<file path="src/rtl/rf_sched_pkg.sv">
// Shared constants for the register-file write-back path.
//   RF_AW / RF_DW : register file address / data widths
//   RF_NREG       : number of architectural registers (reg 0 is hard-wired zero)
//   REQ_*         : fixed requester indices on the write-back arbiter
package rf_sched_pkg;

    localparam int RF_AW   = 5;
    localparam int RF_DW   = 32;
    localparam int RF_NREG = 32;

    localparam int REQ_ALU = 0;
    localparam int REQ_LSU = 1;
    localparam int REQ_MDU = 2;

endpackage

</file>
<file path="src/rtl/rr_arbiter.sv">
// Round-robin arbiter with a registered priority pointer.
//   clk    : clock
//   rst    : asynchronous active-high reset; pointer returns to NREQ-1
//   req_i  : request vector
//   adv_i  : a grant was consumed this cycle; move the pointer to the winner
//   gnt_o  : one-hot grant (combinational), zero when nothing requests
module rr_arbiter #(
    parameter int NREQ = 3
) (
    input  logic            clk,
    input  logic            rst,
    input  logic [NREQ-1:0] req_i,
    input  logic            adv_i,
    output logic [NREQ-1:0] gnt_o
);

    localparam int PW = (NREQ > 1) ? $clog2(NREQ) : 1;

    logic [PW-1:0] ptr_q;
    logic [PW-1:0] gnt_idx;
    logic [PW-1:0] idx;
    logic          found;

    // Search begins one past the last winner, so the last winner is lowest priority.
    always_comb begin
        gnt_o   = '0;
        gnt_idx = ptr_q;
        found   = 1'b0;
        idx     = '0;
        for (int k = 1; k <= NREQ; k++) begin
            idx = PW'((int'(ptr_q) + k) % NREQ);
            if (!found && req_i[idx]) begin
                gnt_o[idx] = 1'b1;
                gnt_idx    = idx;
                found      = 1'b1;
            end
        end
    end

    // Pointer is only touched in the sequential block, which keeps adv_i
    // (derived from gnt_o by the parent) out of any combinational loop.
    always_ff @(posedge clk or posedge rst) begin
        if (rst) begin
            ptr_q <= PW'(NREQ - 1);
        end else if (adv_i) begin
            ptr_q <= gnt_idx;
        end
    end

endmodule

</file>
<file path="src/rtl/rf_wb_sched.sv">
// Write-back scheduler for the register file's single write port.
// Arbitrates NREQ producers round-robin, registers the winner onto the RF
// write port, and tracks outstanding writes per register for the hazard unit.
//   clk, rst_n          : clock; rst_n is an ACTIVE-HIGH asynchronous reset
//   req_valid_i/wa/wd   : requester valid, dest reg ([5i+4:5i]), data ([32i+31:32i])
//   req_ready_o         : one-hot grant; transfer when valid & ready
//   rf_we_o/wa_o/wd_o   : registered RF write port
//   sb_set_i/sb_set_wa_i: issue stage announces a future write to sb_set_wa_i
//   sb_q0_i/sb_q1_i     : scoreboard query addresses
//   sb_busy0_o/1_o      : queried register has an uncommitted write
//   sb_err_o            : sticky, a set hit a saturated counter
module rf_wb_sched #(
    parameter int NREQ  = 3,
    parameter int CNT_W = 2
) (
    input  logic              clk,
    input  logic              rst_n,
    input  logic [NREQ-1:0]   req_valid_i,
    input  logic [NREQ*5-1:0] req_wa_i,
    input  logic [NREQ*32-1:0] req_wd_i,
    output logic [NREQ-1:0]   req_ready_o,
    output logic              rf_we_o,
    output logic [4:0]        rf_wa_o,
    output logic [31:0]       rf_wd_o,
    input  logic              sb_set_i,
    input  logic [4:0]        sb_set_wa_i,
    input  logic [4:0]        sb_q0_i,
    input  logic [4:0]        sb_q1_i,
    output logic              sb_busy0_o,
    output logic              sb_busy1_o,
    output logic              sb_err_o
);

    import rf_sched_pkg::*;

    localparam logic [CNT_W-1:0] CNT_MAX = '1;

    logic [NREQ-1:0]  gnt;
    logic             xfer;
    logic [RF_AW-1:0] sel_wa;
    logic [RF_DW-1:0] sel_wd;

    logic             rf_we_q;
    logic [RF_AW-1:0] rf_wa_q;
    logic [RF_DW-1:0] rf_wd_q;

    logic [CNT_W-1:0] cnt_q [RF_NREG];
    logic [CNT_W-1:0] cnt_d [RF_NREG];
    logic             err_q;
    logic             err_d;
    logic             set_hit;
    logic             com_hit;

    rr_arbiter #(
        .NREQ (NREQ)
    ) u_arb (
        .clk   (clk),
        .rst   (rst_n),
        .req_i (req_valid_i),
        .adv_i (xfer),
        .gnt_o (gnt)
    );

    assign req_ready_o = gnt;
    assign xfer        = |(req_valid_i & gnt);

    always_comb begin
        sel_wa = '0;
        sel_wd = '0;
        for (int i = 0; i < NREQ; i++) begin
            if (gnt[i]) begin
                sel_wa = req_wa_i[RF_AW*i +: RF_AW];
                sel_wd = req_wd_i[RF_DW*i +: RF_DW];
            end
        end
    end

    // Output stage. Writes to reg 0 complete the handshake but never assert we,
    // which also keeps them off the scoreboard's commit path.
    always_ff @(posedge clk or posedge rst_n) begin
        if (rst_n) begin
            rf_we_q <= 1'b0;
            rf_wa_q <= '0;
            rf_wd_q <= '0;
        end else begin
            rf_we_q <= xfer && (sel_wa != '0);
            if (xfer) begin
                rf_wa_q <= sel_wa;
                rf_wd_q <= sel_wd;
            end
        end
    end

    assign rf_we_o = rf_we_q;
    assign rf_wa_o = rf_wa_q;
    assign rf_wd_o = rf_wd_q;

    // Scoreboard. A commit is the cycle the write sits on the RF port; a
    // same-cycle set and commit cancel. Commits on an empty counter are from
    // untracked producers and are simply absorbed.
    always_comb begin
        err_d   = err_q;
        set_hit = 1'b0;
        com_hit = 1'b0;
        for (int r = 0; r < RF_NREG; r++) begin
            cnt_d[r] = cnt_q[r];
            set_hit  = sb_set_i && (sb_set_wa_i == RF_AW'(r));
            com_hit  = rf_we_q && (rf_wa_q == RF_AW'(r));
            if (r == 0) begin
                cnt_d[r] = '0;
            end else if (set_hit && !com_hit) begin
                if (cnt_q[r] == CNT_MAX) begin
                    err_d = 1'b1;
                end else begin
                    cnt_d[r] = cnt_q[r] + 1'b1;
                end
            end else if (com_hit && !set_hit && (cnt_q[r] != '0)) begin
                cnt_d[r] = cnt_q[r] - 1'b1;
            end
        end
    end

    always_ff @(posedge clk or posedge rst_n) begin
        if (rst_n) begin
            err_q <= 1'b0;
            for (int r = 0; r < RF_NREG; r++) begin
                cnt_q[r] <= '0;
            end
        end else begin
            err_q <= err_d;
            for (int r = 0; r < RF_NREG; r++) begin
                cnt_q[r] <= cnt_d[r];
            end
        end
    end

    assign sb_busy0_o = (sb_q0_i != '0) && (cnt_q[sb_q0_i] != '0);
    assign sb_busy1_o = (sb_q1_i != '0) && (cnt_q[sb_q1_i] != '0);
    assign sb_err_o   = err_q;

endmodule
</file>
<file path="config.mk">
export PLATFORM = sky130hd
export DESIGN_NAME = rf_wb_sched
export DESIGN_NICKNAME = d
export VERILOG_FILES = /design/src/rtl/rf_sched_pkg.sv /design/src/rtl/rr_arbiter.sv /design/src/rtl/rf_wb_sched.sv
export SDC_FILE = /design/constraint.sdc
export NUM_CORES = 1
export LEC_CHECK = 0
export BUFFER_PORTS_ARGS = -buffer_cell sky130_fd_sc_hd__buf_4
export CORE_MARGIN = 2
export CORE_UTILIZATION = 34
export CTS_CLUSTER_SIZE = 24
export DETAILED_ROUTE_END_ITERATION = 10
export SYNTH_ARGS = -nofsm -noshare
export SYNTH_HDL_FRONTEND = slang
export SYNTH_SLANG_ARGS = --single-unit
</file>
<file path="constraint.sdc">
create_clock -name clk -period 4.7 [get_ports clk]
set_input_delay 1.41 -clock clk [delete_from_list [all_inputs] [get_ports clk]]
set_output_delay 1.41 -clock clk [all_outputs]
set_load 0.01 [all_outputs]
</file>
==> results.toml <==
[floorplanning]
die_h_um = 149
die_area_um2 = 22100
initial_core_util = 0.349
fp.coreArea_um2 = 20400
ios = 176
std_cell_rows = 52
die_w_um = 149

[setup_path]
start_kind = "input pin"
slowest_delay_ns = 0.48
cp.arrival_ns = 2.93
cp_slowest_cell = "mux4_2"
crit_chain = "buf_4, nor3_1, a21oi_1, mux4_2, mux4_2, buf_4"
crit_fanout = 18
required_ns = 3.29
cp-end-kind = "output port"
criticalPathCategory = "in2out"

[clock_network]
cts_root_buf = "clkbuf_16"
cts_max_path_buffers = 2
cts_resized = 0
post_cts_buffers = 0
cts.sinks = 103
clkTransAtPathRegs_ns = 0.09
ctsHoldBuffers = 0
h-tree-depth = 3
clock_latency_ns = 0.36
cts_buffers = 9
cts_tree = "done"

[finish]
layout_commonest_cell = "buf_4"
nFillCells = 2122
fin_area_um2 = 8960
drive_gt1_frac = 0.210
mostFrequentLayoutCells = "buf_4 (187), nor2_1 (136), dfrtp_1 (102)"
diodes = 0
area_growth_pct = 25.7
layout.nets = 1218

[sta]
post-route-period-util = 0.923
finalClockSkew_ns = 0.0141
tightest_slew_ns = 1.23
fin_crit_ns = 4.34
fmax_mhz = 230
finalSetupViolCount = 0
report.final.hold_viol_count = 0
rsz0062_at_grt = "no"
setup_tns_ns = 0
drv_slew = 0
slew-limit-headroom = 0.167
holdWs_ns = 0.484

[routing]
post_drt_wl_per_cell_um = 17.5
drc = 0
vias_per_cell = 5.56
ant_nets = 0
wl_um = 23700
initialDrtViolationCount = 530
dr.pass1.iters = 5
num_vias = 7539

[yosys]
ys_ff_latch = 103
synth_edf_count = 0
synth_cell_types = 64
synthMuxAreaShare = 0.0267
yosysSeqAreaShare = 0.362
synthAdderAreaFrac = 0.00702
syn_inst = 942
synth_top_family_by_area = "simple AND/OR/NAND/NOR gates"
synth_xor_area_frac = 0
yosysWarnings = 0
syn_nets = 1078
synthSimpleGateAreaFrac = 0.298
synth_flop_cell = "dfrtp_1"
synth_area_per_cell_um2 = 7.57
synthesis.area_um2 = 7130
ys_async_sr_fraction = 1.00
synth_compound_area_frac = 0.253

[job]
drv_cap = 0

[global_routing]
antenna_found_initial = 0
grt_pass1_wl_um = 37400
grt_usage = 0.215
grt_pass1_vias = 6934
grt_max_degree = 71
grt-ovfl-total = 0

[placed_design]
io_buffers = 175
gp_congestion = 0.885
dp_hpwl_um = 18200
placed_cell_area_um2 = 8660

[pwr]
powerDensity_nw_per_um2 = 521
vdd_drop_max_mv = 0.394
p_leak_uw = 0.00406

[worst_hold_path]
worstHoldPathType = "reg2reg"

[status]
status = "completed"
-- through the flow --
step	total power (uW)	util	cells	setup slack, ns
2_1_floorplan	3040	-	942	0.240
3_3_place_gp	3900	0.424	1341	0.403
3_5_place_dp	3910	0.424	1341	0.370
4_1_cts	4710	0.439	1357	0.372
5_1_grt	5060	0.439	1357	0.262
6_report	4670	0.439	1357	0.360
-- worst max-delay path: cells and delay by family --
family                 cells  cell delay, ns
buffers and inverters      2            0.33
multiplexers               2            0.95
AND/OR/NAND/NOR            1            0.17
AO/OA/AOI/OAI              1            0.06
-- final cells by class --
class / count / area, um^2 / share of cell area
Multi-Input combinational cell: 744 / 4180 / 0.466
Sequential cell: 103 / 2580 / 0.288
Timing Repair Buffer: 188 / 1420 / 0.159
Tap cell: 270 / 338 / 0.0377
Clock buffer: 9 / 225 / 0.0251
Inverter: 36 / 138 / 0.0154
Clock inverter: 7 / 83.8 / 0.00935
-- report_power, final --
part	leakage [uW]	switching, uW	internal (uW)
logic	0.00264	1340	995
registers	0.00127	371	1180
clock network	0.000152	397	386
-- final timing paths --
| check | start | to | cells past startpoint | slack [ns] |
|---|---|---|---|---|
| max in group asynchronous | rst_n | u_arb.ptr_q[1] | 3 | 2.75 |
| min | rf_wd_o[27] | rf_wd_o[27] | 1 | 0.48 |
| max | sb_q1_i[0] | sb_busy1_o | 6 | 0.36 |
| min in group asynchronous | rst_n | rf_wd_o[20] | 2 | 1.14 |
| min reg2reg | rf_wd_o[27] | rf_wd_o[27] | 1 | 0.48 |
| max reg2reg | u_arb.ptr_q[1] | rf_wd_o[20] | 12 | 1.23 |
-- sequential cells by signal (all words and copies together), names as in the netlist --
signal / count
rf_wa_o: 5
rf_wd_o: 32
cnt_q: 62
sb_err_o: 1
u_arb.ptr_q: 2
rf_we_o: 1
-- layer usage --
layer / global-route usage / share of wire
met2: 0.342 / 0.47
met1: 0.290 / 0.43
met4: 0.0638 / 0.024
met3: 0.0529 / 0.076
met5: 0 / 0
-- synth_stat cells (all sizes together), types with 2 or more instances --
master / number / area (um^2)
nand4: 8 / 50.1
o221ai: 2 / 17.5
a311oi: 33 / 289
or3: 5 / 32.5
a221o: 3 / 30.0
a211oi: 15 / 113
a2111oi: 2 / 17.5
o21ai: 69 / 345
or4: 2 / 15.0
a31o: 2 / 17.5
o211ai: 10 / 75.1
mux4: 8 / 180
inv: 36 / 135
o22ai: 5 / 31.3
buf: 13 / 68.8
nand2: 99 / 372
clkbuf: 46 / 174
and4b: 3 / 31.3
and2: 10 / 62.6
nor2: 137 / 514
nand4b: 6 / 52.6
and3: 11 / 70.1
nor4b: 3 / 26.3
a21boi: 4 / 30.0
or2: 5 / 33.8
nor3: 49 / 245
nand3: 77 / 390
nor2b: 8 / 50.1
a21oi: 90 / 450
ha: 4 / 50.1
a21o: 37 / 279
a31oi: 4 / 25.0
nor4bb: 5 / 50.1
nand2b: 9 / 56.3
o21a: 2 / 15.0
dfrtp: 102 / 2550
-- cells by family after synthesis --
family,Yosys count
buffers and inverters,95
adder cells (fa/ha/maj),4
AND/OR/NAND/NOR,445
flip-flops,103
AO/OA/AOI/OAI,286
multiplexers,9
Note: power is estimated with default switching activity, not from simulation.
